==> config.mk <==
export PLATFORM = sky130hd
export DESIGN_NAME = pg_prefix_resolve_flat
export DESIGN_NICKNAME = d
export VERILOG_FILES = /design/src/rtl/pg_prefix_resolve_if.sv /design/src/rtl/pg_prefix_resolve.sv /design/src/flat_wrapper.sv
export SDC_FILE = /design/constraint.sdc
export NUM_CORES = 1
export LEC_CHECK = 0
export ABC_CLOCK_PERIOD_IN_PS = 17450
export BUFFER_PORTS_ARGS = -buffer_cell sky130_fd_sc_hd__buf_4
export CORE_UTILIZATION = 45
export DETAILED_ROUTE_END_ITERATION = 12
export PLACE_DENSITY_LB_ADDON = 0.25
export SETUP_SLACK_MARGIN = 0.4
export SLEW_MARGIN = 20
export SYNTH_ARGS = -nofsm -noshare
export SYNTH_HDL_FRONTEND = slang
export SYNTH_SLANG_ARGS = --single-unit
==> constraint.sdc <==
create_clock -name clk -period 17.45 [get_ports clk]
set_input_delay 3.49 -clock clk [delete_from_list [all_inputs] [get_ports clk]]
set_output_delay 3.49 -clock clk [all_outputs]
set_load 0.02 [all_outputs]
==> src/rtl/pg_prefix_resolve_if.sv <==
`default_nettype none
// ============================================================================
// Module   : pg_prefix_resolve_if
// Purpose  : Pi/Gi input beat and resolved-sum output handshake bundle.
// Revision : 1.0  initial release
// ============================================================================
interface pg_prefix_resolve_if #(
  parameter int WIDTH = 65
);
  logic             in_valid;
  logic             in_ready;
  logic [WIDTH-1:0] pi;
  logic [WIDTH-1:0] gi;
  logic             out_valid;
  logic             out_ready;
  logic [WIDTH-1:0] sum;
  logic             err;

  modport master (
    output in_valid, pi, gi, out_ready,
    input  in_ready, out_valid, sum, err
  );

  modport slave (
    input  in_valid, pi, gi, out_ready,
    output in_ready, out_valid, sum, err
  );
endinterface
`default_nettype wire

==> src/rtl/pg_prefix_resolve.sv <==
`default_nettype none
// ============================================================================
// Module   : pg_prefix_resolve
// Purpose  : Pipelined Kogge-Stone carry resolver producing sum = pi ^ carries
//            behind a global-stall valid/ready pipeline.
// Options  : define PGR_CHECK_EN to flag beats with any pi & gi bit set.
// Revision : 1.0  initial release
// ============================================================================
module pg_prefix_resolve #(
  parameter int WIDTH            = 65,
  parameter int LEVELS_PER_STAGE = 2
) (
  input  wire logic          clk,
  input  wire logic          rst_n,
  pg_prefix_resolve_if.slave bus
);
  localparam int LEVELS = $clog2(WIDTH);

  logic             w_adv;
  logic             r_out_valid;
  logic [WIDTH-1:0] r_sum;

  logic [WIDTH-1:0] w_g  [LEVELS+1];
  logic [WIDTH-1:0] w_p  [LEVELS];
  logic [WIDTH-1:0] w_pi [LEVELS+1];
  logic             w_v  [LEVELS+1];

  assign w_adv        = ~(r_out_valid & ~bus.out_ready);
  assign bus.in_ready = w_adv;

  // Input rank
  logic [WIDTH-1:0] r_pi0;
  logic [WIDTH-1:0] r_gi0;
  logic             r_v0;

  always_ff @(posedge clk) begin
    if (!rst_n) r_v0 <= 1'b0;
    else if (w_adv) r_v0 <= bus.in_valid;
  end

  always_ff @(posedge clk) begin
    if (w_adv) begin
      r_pi0 <= bus.pi;
      r_gi0 <= bus.gi;
    end
  end

  assign w_g[0]  = r_gi0;
  assign w_p[0]  = r_pi0;
  assign w_pi[0] = r_pi0;
  assign w_v[0]  = r_v0;

`ifdef PGR_CHECK_EN
  logic w_bad [LEVELS+1];
  logic r_bad0;
  always_ff @(posedge clk) begin
    if (w_adv) r_bad0 <= |(bus.pi & bus.gi);
  end
  assign w_bad[0] = r_bad0;
`endif

  // The final level is always registered so the output rank only adds the XOR.
  for (genvar l = 0; l < LEVELS; l++) begin : g_level
    localparam int D         = 1 << l;
    localparam bit REG_AFTER = ((l + 1) % LEVELS_PER_STAGE == 0) || (l >= LEVELS - 2);

    logic [WIDTH-1:0] w_gn;
    assign w_gn = w_g[l] | (w_p[l] & (w_g[l] << D));

    if (l < LEVELS - 1) begin : g_prop
      logic [WIDTH-1:0] w_pn;
      assign w_pn = w_p[l] & ((w_p[l] << D) | {{(WIDTH-D){1'b0}}, {D{1'b1}}});
      if (REG_AFTER) begin : g_preg
        logic [WIDTH-1:0] r_p;
        always_ff @(posedge clk) begin
          if (w_adv) r_p <= w_pn;
        end
        assign w_p[l+1] = r_p;
      end else begin : g_pwire
        assign w_p[l+1] = w_pn;
      end
    end

    if (REG_AFTER) begin : g_reg
      logic [WIDTH-1:0] r_g;
      logic [WIDTH-1:0] r_pi;
      logic             r_v;
      always_ff @(posedge clk) begin
        if (!rst_n) r_v <= 1'b0;
        else if (w_adv) r_v <= w_v[l];
      end
      always_ff @(posedge clk) begin
        if (w_adv) begin
          r_g  <= w_gn;
          r_pi <= w_pi[l];
        end
      end
      assign w_g[l+1]  = r_g;
      assign w_pi[l+1] = r_pi;
      assign w_v[l+1]  = r_v;
`ifdef PGR_CHECK_EN
      logic r_bad;
      always_ff @(posedge clk) begin
        if (w_adv) r_bad <= w_bad[l];
      end
      assign w_bad[l+1] = r_bad;
`endif
    end else begin : g_wire
      assign w_g[l+1]  = w_gn;
      assign w_pi[l+1] = w_pi[l];
      assign w_v[l+1]  = w_v[l];
`ifdef PGR_CHECK_EN
      assign w_bad[l+1] = w_bad[l];
`endif
    end
  end

  // Group generate of the top bit would be the carry out, which has no home.
  logic w_unused_cout;
  assign w_unused_cout = w_g[LEVELS][WIDTH-1];

  always_ff @(posedge clk) begin
    if (!rst_n) begin
      r_out_valid <= 1'b0;
      r_sum       <= '0;
    end else if (w_adv) begin
      r_out_valid <= w_v[LEVELS];
      r_sum       <= w_pi[LEVELS] ^ {w_g[LEVELS][WIDTH-2:0], 1'b0};
    end
  end

  assign bus.out_valid = r_out_valid;
  assign bus.sum       = r_sum;

`ifdef PGR_CHECK_EN
  logic r_err;
  always_ff @(posedge clk) begin
    if (!rst_n) r_err <= 1'b0;
    else if (w_adv) r_err <= w_bad[LEVELS];
  end
  assign bus.err = r_out_valid & r_err;
`else
  assign bus.err = 1'b0;
`endif
endmodule
`default_nettype wire
==> src/flat_wrapper.sv <==
// flat-port wrapper written by rule: the top's interface ports become plain ports
module pg_prefix_resolve_flat 
#(
  parameter int WIDTH            = 65,
  parameter int LEVELS_PER_STAGE = 2
)
  (clk, rst_n, bus_in_valid, bus_pi, bus_gi, bus_out_ready, bus_in_ready, bus_out_valid, bus_sum, bus_err);
  pg_prefix_resolve_if #(.WIDTH(WIDTH)) bus_i ();
  input  wire logic clk;
  input  wire logic rst_n;
  input wire logic [$bits(bus_i.in_valid)-1:0] bus_in_valid;
  input wire logic [$bits(bus_i.pi)-1:0] bus_pi;
  input wire logic [$bits(bus_i.gi)-1:0] bus_gi;
  input wire logic [$bits(bus_i.out_ready)-1:0] bus_out_ready;
  output wire logic [$bits(bus_i.in_ready)-1:0] bus_in_ready;
  output wire logic [$bits(bus_i.out_valid)-1:0] bus_out_valid;
  output wire logic [$bits(bus_i.sum)-1:0] bus_sum;
  output wire logic [$bits(bus_i.err)-1:0] bus_err;
  assign bus_i.in_valid = bus_in_valid;
  assign bus_i.pi = bus_pi;
  assign bus_i.gi = bus_gi;
  assign bus_i.out_ready = bus_out_ready;
  assign bus_in_ready = bus_i.in_ready;
  assign bus_out_valid = bus_i.out_valid;
  assign bus_sum = bus_i.sum;
  assign bus_err = bus_i.err;
  pg_prefix_resolve #(.WIDTH(WIDTH), .LEVELS_PER_STAGE(LEVELS_PER_STAGE)) u_core (.clk(clk), .rst_n(rst_n), .bus(bus_i));
endmodule
==> results of run 1 <==
[power by group through the flow]
stage	clock network (mW)	logic, mW	registers (mW)
2_1_floorplan	0	0.0660	2.38
3_3_place_gp	0	0.165	2.39
3_5_place_dp	0	0.166	2.39
4_1_cts	1.76	0.167	2.35
5_1_grt	1.84	0.179	2.36
6_report	1.72	0.165	2.35
[logic make-up after synthesis]
family	Yosys count	synth area share, %
xor+xnor	64	2.00
flops	824	85.8
compound gates	424	8.27
buf+inv	24	0.594
simple gates	242	3.28
other cells	1	0.0134
[stage by stage]
step	hold WS [ns]	worst slack (ns)	util, %	total power [mW]
2_1_floorplan	0.400	1.55	-	2.45
3_3_place_gp	0.401	9.49	49.5	2.55
3_5_place_dp	0.405	9.47	49.5	2.56
4_1_cts	0.415	9.47	53.8	4.28
5_1_grt	0.416	9.42	53.9	4.38
6_report	0.414	9.50	53.9	4.24
[cell usage in the layout, fill, tap and decap left out, drive strengths merged, types with 2 or more instances in the layout]
master and count:
dfxtp 71, a21o 63, xnor2 64, a21oi 182, o21ai 172, a21boi 6
edfxtp 753, clkbuf 116, nand2 133, inv 2, bufinv 5, nor2 108
buf 209, clkinv 26, clkinvlp 2
[critical path: stages]
cell and delay [ns]:
buf_4 0.12, nor2b_4 0.32, inv_16 0.24, buf_4 0.26
[area by class of cell]
class	instances	area, um2
fillers	4851	28400
flip-flops and latches	824	24000
multi-input cells	731	3800
clock buffers	116	2400
repair buffers	209	1590
well taps	837	1050
clock inverters	34	289
inverters	1	20.0
diodes	1	2.50
[worst paths after layout]
path	end	cells past startpoint	slack, ns	startpoint
worst max register to register	u_core.r_pi0[28]	5	13.87	u_core.bus.out_valid
worst min register to register	u_core.g_level[3].g_reg.r_pi[47]	0	0.41	u_core.g_level[1].g_reg.r_pi[47]
worst min-delay path	u_core.g_level[3].g_reg.r_pi[47]	0	0.41	u_core.g_level[1].g_reg.r_pi[47]
worst max-delay path	bus_in_ready	4	9.50	bus_out_ready
[per-layer routing]
| layer | share of wire, % | vias to the layer above | track usage (%) |
|---|---|---|---|
| met5 | 0 | - | 0 |
| met4 | 2.1 | 0 | 5.80 |
| met3 | 7.0 | 81 | 3.14 |
| met2 | 44 | 463 | 24.6 |
| met1 | 47 | 6638 | 26.0 |
| li1 | - | 6561 | - |
[registers in the layout, summed over array words and instances (netlist names)]
signal,cells
u_core.g_level.g_prop.g_preg.r_p,108
u_core.r_pi0,65
u_core.bus.out_valid,1
u_core.g_level.g_reg.r_v,4
u_core.r_v0,1
u_core.bus.sum,65
u_core.g_level.g_reg.r_pi,260
u_core.r_gi0,64
u_core.g_level.g_reg.r_g,256
==> flow_summary.ini, run 1 <==
[synth]
synth_edf_count = 753
synth_nets = 1713
syn_area_per_cell_um2 = 17.7
synth_seq_cells = 824
synth_common_cells = 753 x edfxtp_1, 177 x a21oi_1, 163 x o21ai_0
ys.flop_type = edfxtp_1
synth_cells = 1579
synth_top_area_share_pct = 80.8
syn_area_um2 = 28000
synth_most_common_cell = edfxtp_1
synth_top_area_cell = edfxtp_1
synth_cell_types = 20
yosysSeqAreaShare_pct = 85.8
synthTopCellsByArea = edfxtp_1 81%, dfxtp_1 5.1%, a21oi_1 3.2%
ys_warn_count = 0
synthArstFlopShare_pct = 0

[sta]
tightest_slew_ns = 1.07
hold_viol = 0
finalSetupViolations = 0
tns_ns = 0
fmax_mhz = 126
fin_crit_sh_pct = 45.6
worst_slew_margin_rel_pct = 28.8
period_minus_slack_ns = 7.95
rsz0062_at_grt = false
slew_violations = 0
clock_skew_ns = 0.0123

[clock_tree]
clock_sinks = 824
clk_latency_ns = 0.60
clk_path_buf_depth = 3
cts_tree = done
cts-hold-fix-buffers = 0
cts_resized = 0
clk_pin_slew_ns = 0.06
h-tree-depth = 3
post_cts_buffers = 0
cts_buffers = 82
cts_root_buffer = clkbuf_16

[placed_design]
placedCellCount = 2601
placed_cell_area_um2 = 30500
io_buffers = 199
place_congestion = 0.829
dp_hpwl_um = 37600

[floorplan]
io_pins = 202
die_w_um = 251
start_util_pct = 45.5
dieArea_um2 = 63200
core_um2 = 61600
die-height_um = 251
core.rowCount = 91

[pwr]
power_density_nw_per_um2 = 128
leakagePower_nw = 12.1
sw_frac_of_total_pct = 20.2
power_frac_seq_pct = 55.4
internal_power_mw = 3.39
clkPwrFrac_pct = 40.7
power_frac_comb_pct = 3.9
power_switching_mw = 0.855
vdd_drop_max_mv = 0.0730

[cells_and_area]
design_area_um2 = 33200
final_cells = 2753
syn_to_final_growth_pct = 18.5
drive_gt1_share_pct = 17.3
fin_nets = 1983

[route]
vias = 13700
via_per_inst = 4.99
first_pass_iters = 11
wirelength_um = 54300
drtAntennaViolNets = 0
drc = 2
drtIter0Drc = 1175
wl_per_cell_um = 19.7

[critical_path]
worst_setup_path_start_kind = input pin
crit_fanout = 153
end_kind = output pin
path_class = in -> out
cp.required_ns = 13.96
cp.arrival_ns = 4.46

[global_route]
grt_max_degree = 154
grt_pass1_vias = 13600
grtUsageTotal_pct = 17.0
antenna_found_initial = 0
grt_pass1_wl_um = 79700
overflow = 0

[status]
status = finished with violations
violations = DRC

[min_path]
hp-class = reg -> reg

[run]
max_cap_violations = 0
Power figures use the tool's default switching activity.
==> inputs of run 2 (changes only) <==
--- a/config.mk
+++ b/config.mk
@@ -5,7 +5,7 @@
 export SDC_FILE = /design/constraint.sdc
 export NUM_CORES = 1
 export LEC_CHECK = 0
-export ABC_CLOCK_PERIOD_IN_PS = 17450
+export ABC_CLOCK_PERIOD_IN_PS = 6500
 export BUFFER_PORTS_ARGS = -buffer_cell sky130_fd_sc_hd__buf_4
 export CORE_UTILIZATION = 45
 export DETAILED_ROUTE_END_ITERATION = 12
==> constraint.sdc (replaced) <==
create_clock -name clk -period 6.5 [get_ports clk]
set_input_delay 1.3 -clock clk [delete_from_list [all_inputs] [get_ports clk]]
set_output_delay 1.3 -clock clk [all_outputs]
set_load 0.02 [all_outputs]
==> flow_summary.ini, run 2 (same netlist as run 1, synthesis figures left out) <==
[critical_path]
crit_path_max_incr_delay_ns = 0.32
reg2reg_depth = 4
cp.arrival_ns = 2.38
cp.required_ns = 5.20
path_cells = buf_4, nor2b_4, inv_16, buf_4
worst_setup_path_start_kind = input pin
crit_top_cell = buf_4
critPathSlowestCell = nor2b_4
timing.rr.start = u_core.bus.out_valid
regToRegEndpoint = u_core.g_level[1].g_reg.r_pi[29]
path_class = in -> out
r2r_slack_ns = 4.06
crit_fanout = 157
end_kind = output pin

[floorplan]
start_util_pct = 45.5
die-height_um = 251
core.rowCount = 91
die_w_um = 251
io_pins = 202
core_um2 = 61600
dieArea_um2 = 63200

[cells_and_area]
final_cells = 2749
largest_reg_flops = 260
fin_nets = 1981
top_regs = u_core.g_level.g_reg.r_pi: 260 flops, u_core.g_level.g_reg.r_g: 256 flops, u_core.g_level.g_prop.g_preg.r_p: 108 flops
top_register = u_core.g_level.g_reg.r_pi
syn_to_final_growth_pct = 18.5
drive_gt1_share_pct = 17.2
mostFrequentLayoutCells = 753 x edfxtp_1, 200 x buf_4, 177 x a21oi_1
design_area_um2 = 33200
final_common_cell = edfxtp_1
diodes = 0

[route]
vias = 13800
drtAntennaViolNets = 0
via_per_inst = 5.01
drc = 1
first_pass_iters = 11
wirelength_um = 54400
wl_per_cell_um = 19.8
drtIter0Drc = 1329

[placed_design]
place_congestion = 0.842
io_buffers = 199
placed_cell_area_um2 = 30500
dp_hpwl_um = 37400
placedCellCount = 2597

[clock_tree]
cts_resized = 0
clk_pin_slew_ns = 0.06
cts_tree = done
h-tree-depth = 3
post_cts_buffers = 0
cts_root_buffer = clkbuf_16
clk_path_buf_depth = 3
clock_sinks = 824
clk_latency_ns = 0.61
cts_buffers = 83
cts-hold-fix-buffers = 0

[min_path]
hp-class = reg -> reg
hold_path_startpoint = u_core.g_level[5].g_reg.r_pi[60]
min_to = u_core.g_level[6].g_reg.r_pi[60]
hold_depth = 0

[sta]
fin_crit_sh_pct = 56.6
hold_viol = 0
clock_skew_ns = 0.0254
worst_slew_margin_rel_pct = 38.8
tightest_slew_ns = 0.918
finalSetupViolations = 0
slew_violations = 0
fmax_mhz = 272
rsz0062_at_grt = false
tns_ns = 0
period_minus_slack_ns = 3.68

[run]
max_cap_violations = 0

[status]
violations = DRC
status = finished with violations

[global_route]
grt_max_degree = 216
grt_pass1_vias = 13600
overflow = 0
grtUsageTotal_pct = 17.0
grt_pass1_wl_um = 80400
antenna_found_initial = 0

[pwr]
power_density_nw_per_um2 = 342
leakagePower_nw = 12.2
vdd_drop_max_mv = 0.177
==> run 2: worst max-delay path: cells and delay by family <==
kind                   cells  cell delay, ns
buffers and inverters      3            0.64
AND/OR/NAND/NOR            1            0.32
==> run 2: how the worst max path moves through the flow <==
| stage | startpoint | to | slack, ns | cells past startpoint |
|---|---|---|---|---|
| 5_1_grt | bus_out_ready | bus_in_ready | 2.77 | 4 |
| 2_1_floorplan | bus_out_ready | bus_in_ready | 0.59 | 4 |
| 4_1_cts | bus_out_ready | bus_in_ready | 2.88 | 4 |
| 3_3_place_gp | bus_out_ready | bus_in_ready | 2.89 | 4 |
| 3_5_place_dp | bus_out_ready | bus_in_ready | 2.88 | 4 |
| 6_report | bus_out_ready | bus_in_ready | 2.82 | 4 |
==> run 2: cell type report <==
class                           count  area [um2]
Clock buffer                      104        2270
Clock inverter                     46         384
Fill cell                        4889       28400
Inverter                            1        20.0
Multi-Input combinational cell    731        3800
Sequential cell                   824       24000
Tap cell                          837        1050
Timing Repair Buffer              206        1630
==> run 2: per-layer routing <==
metal  global-route usage, %  up-vias  wire length (um)
met2                    24.9      409             24100
met3                    3.14       64              3220
met5                       0        -                 0
li1                        -     6561                 -
met1                    26.0     6745             26200
met4                    5.21        0               933
==> run 2: per-stage QoR <==
stage	total power, mW	hold slack [ns]	utilization [%]	setup WS (ns)
after floorplan	6.56	0.400	-	0.590
after global placement	6.86	0.400	49.5	2.89
after detailed placement	6.87	0.405	49.5	2.88
after CTS	11.5	0.410	53.8	2.88
after global routing	11.7	0.420	53.9	2.77
final	11.4	0.411	53.9	2.82
==> run 2: power breakdown <==
part / total [mW] / internal [mW] / leakage (nW) / switching [mW]
sequential: 6.31 / 6.12 / 8.51 / 0.190
combinational: 0.442 / 0.201 / 2.35 / 0.240
clock: 4.60 / 2.71 / 1.31 / 1.89
total: 11.4 / 9.03 / 12.2 / 2.32
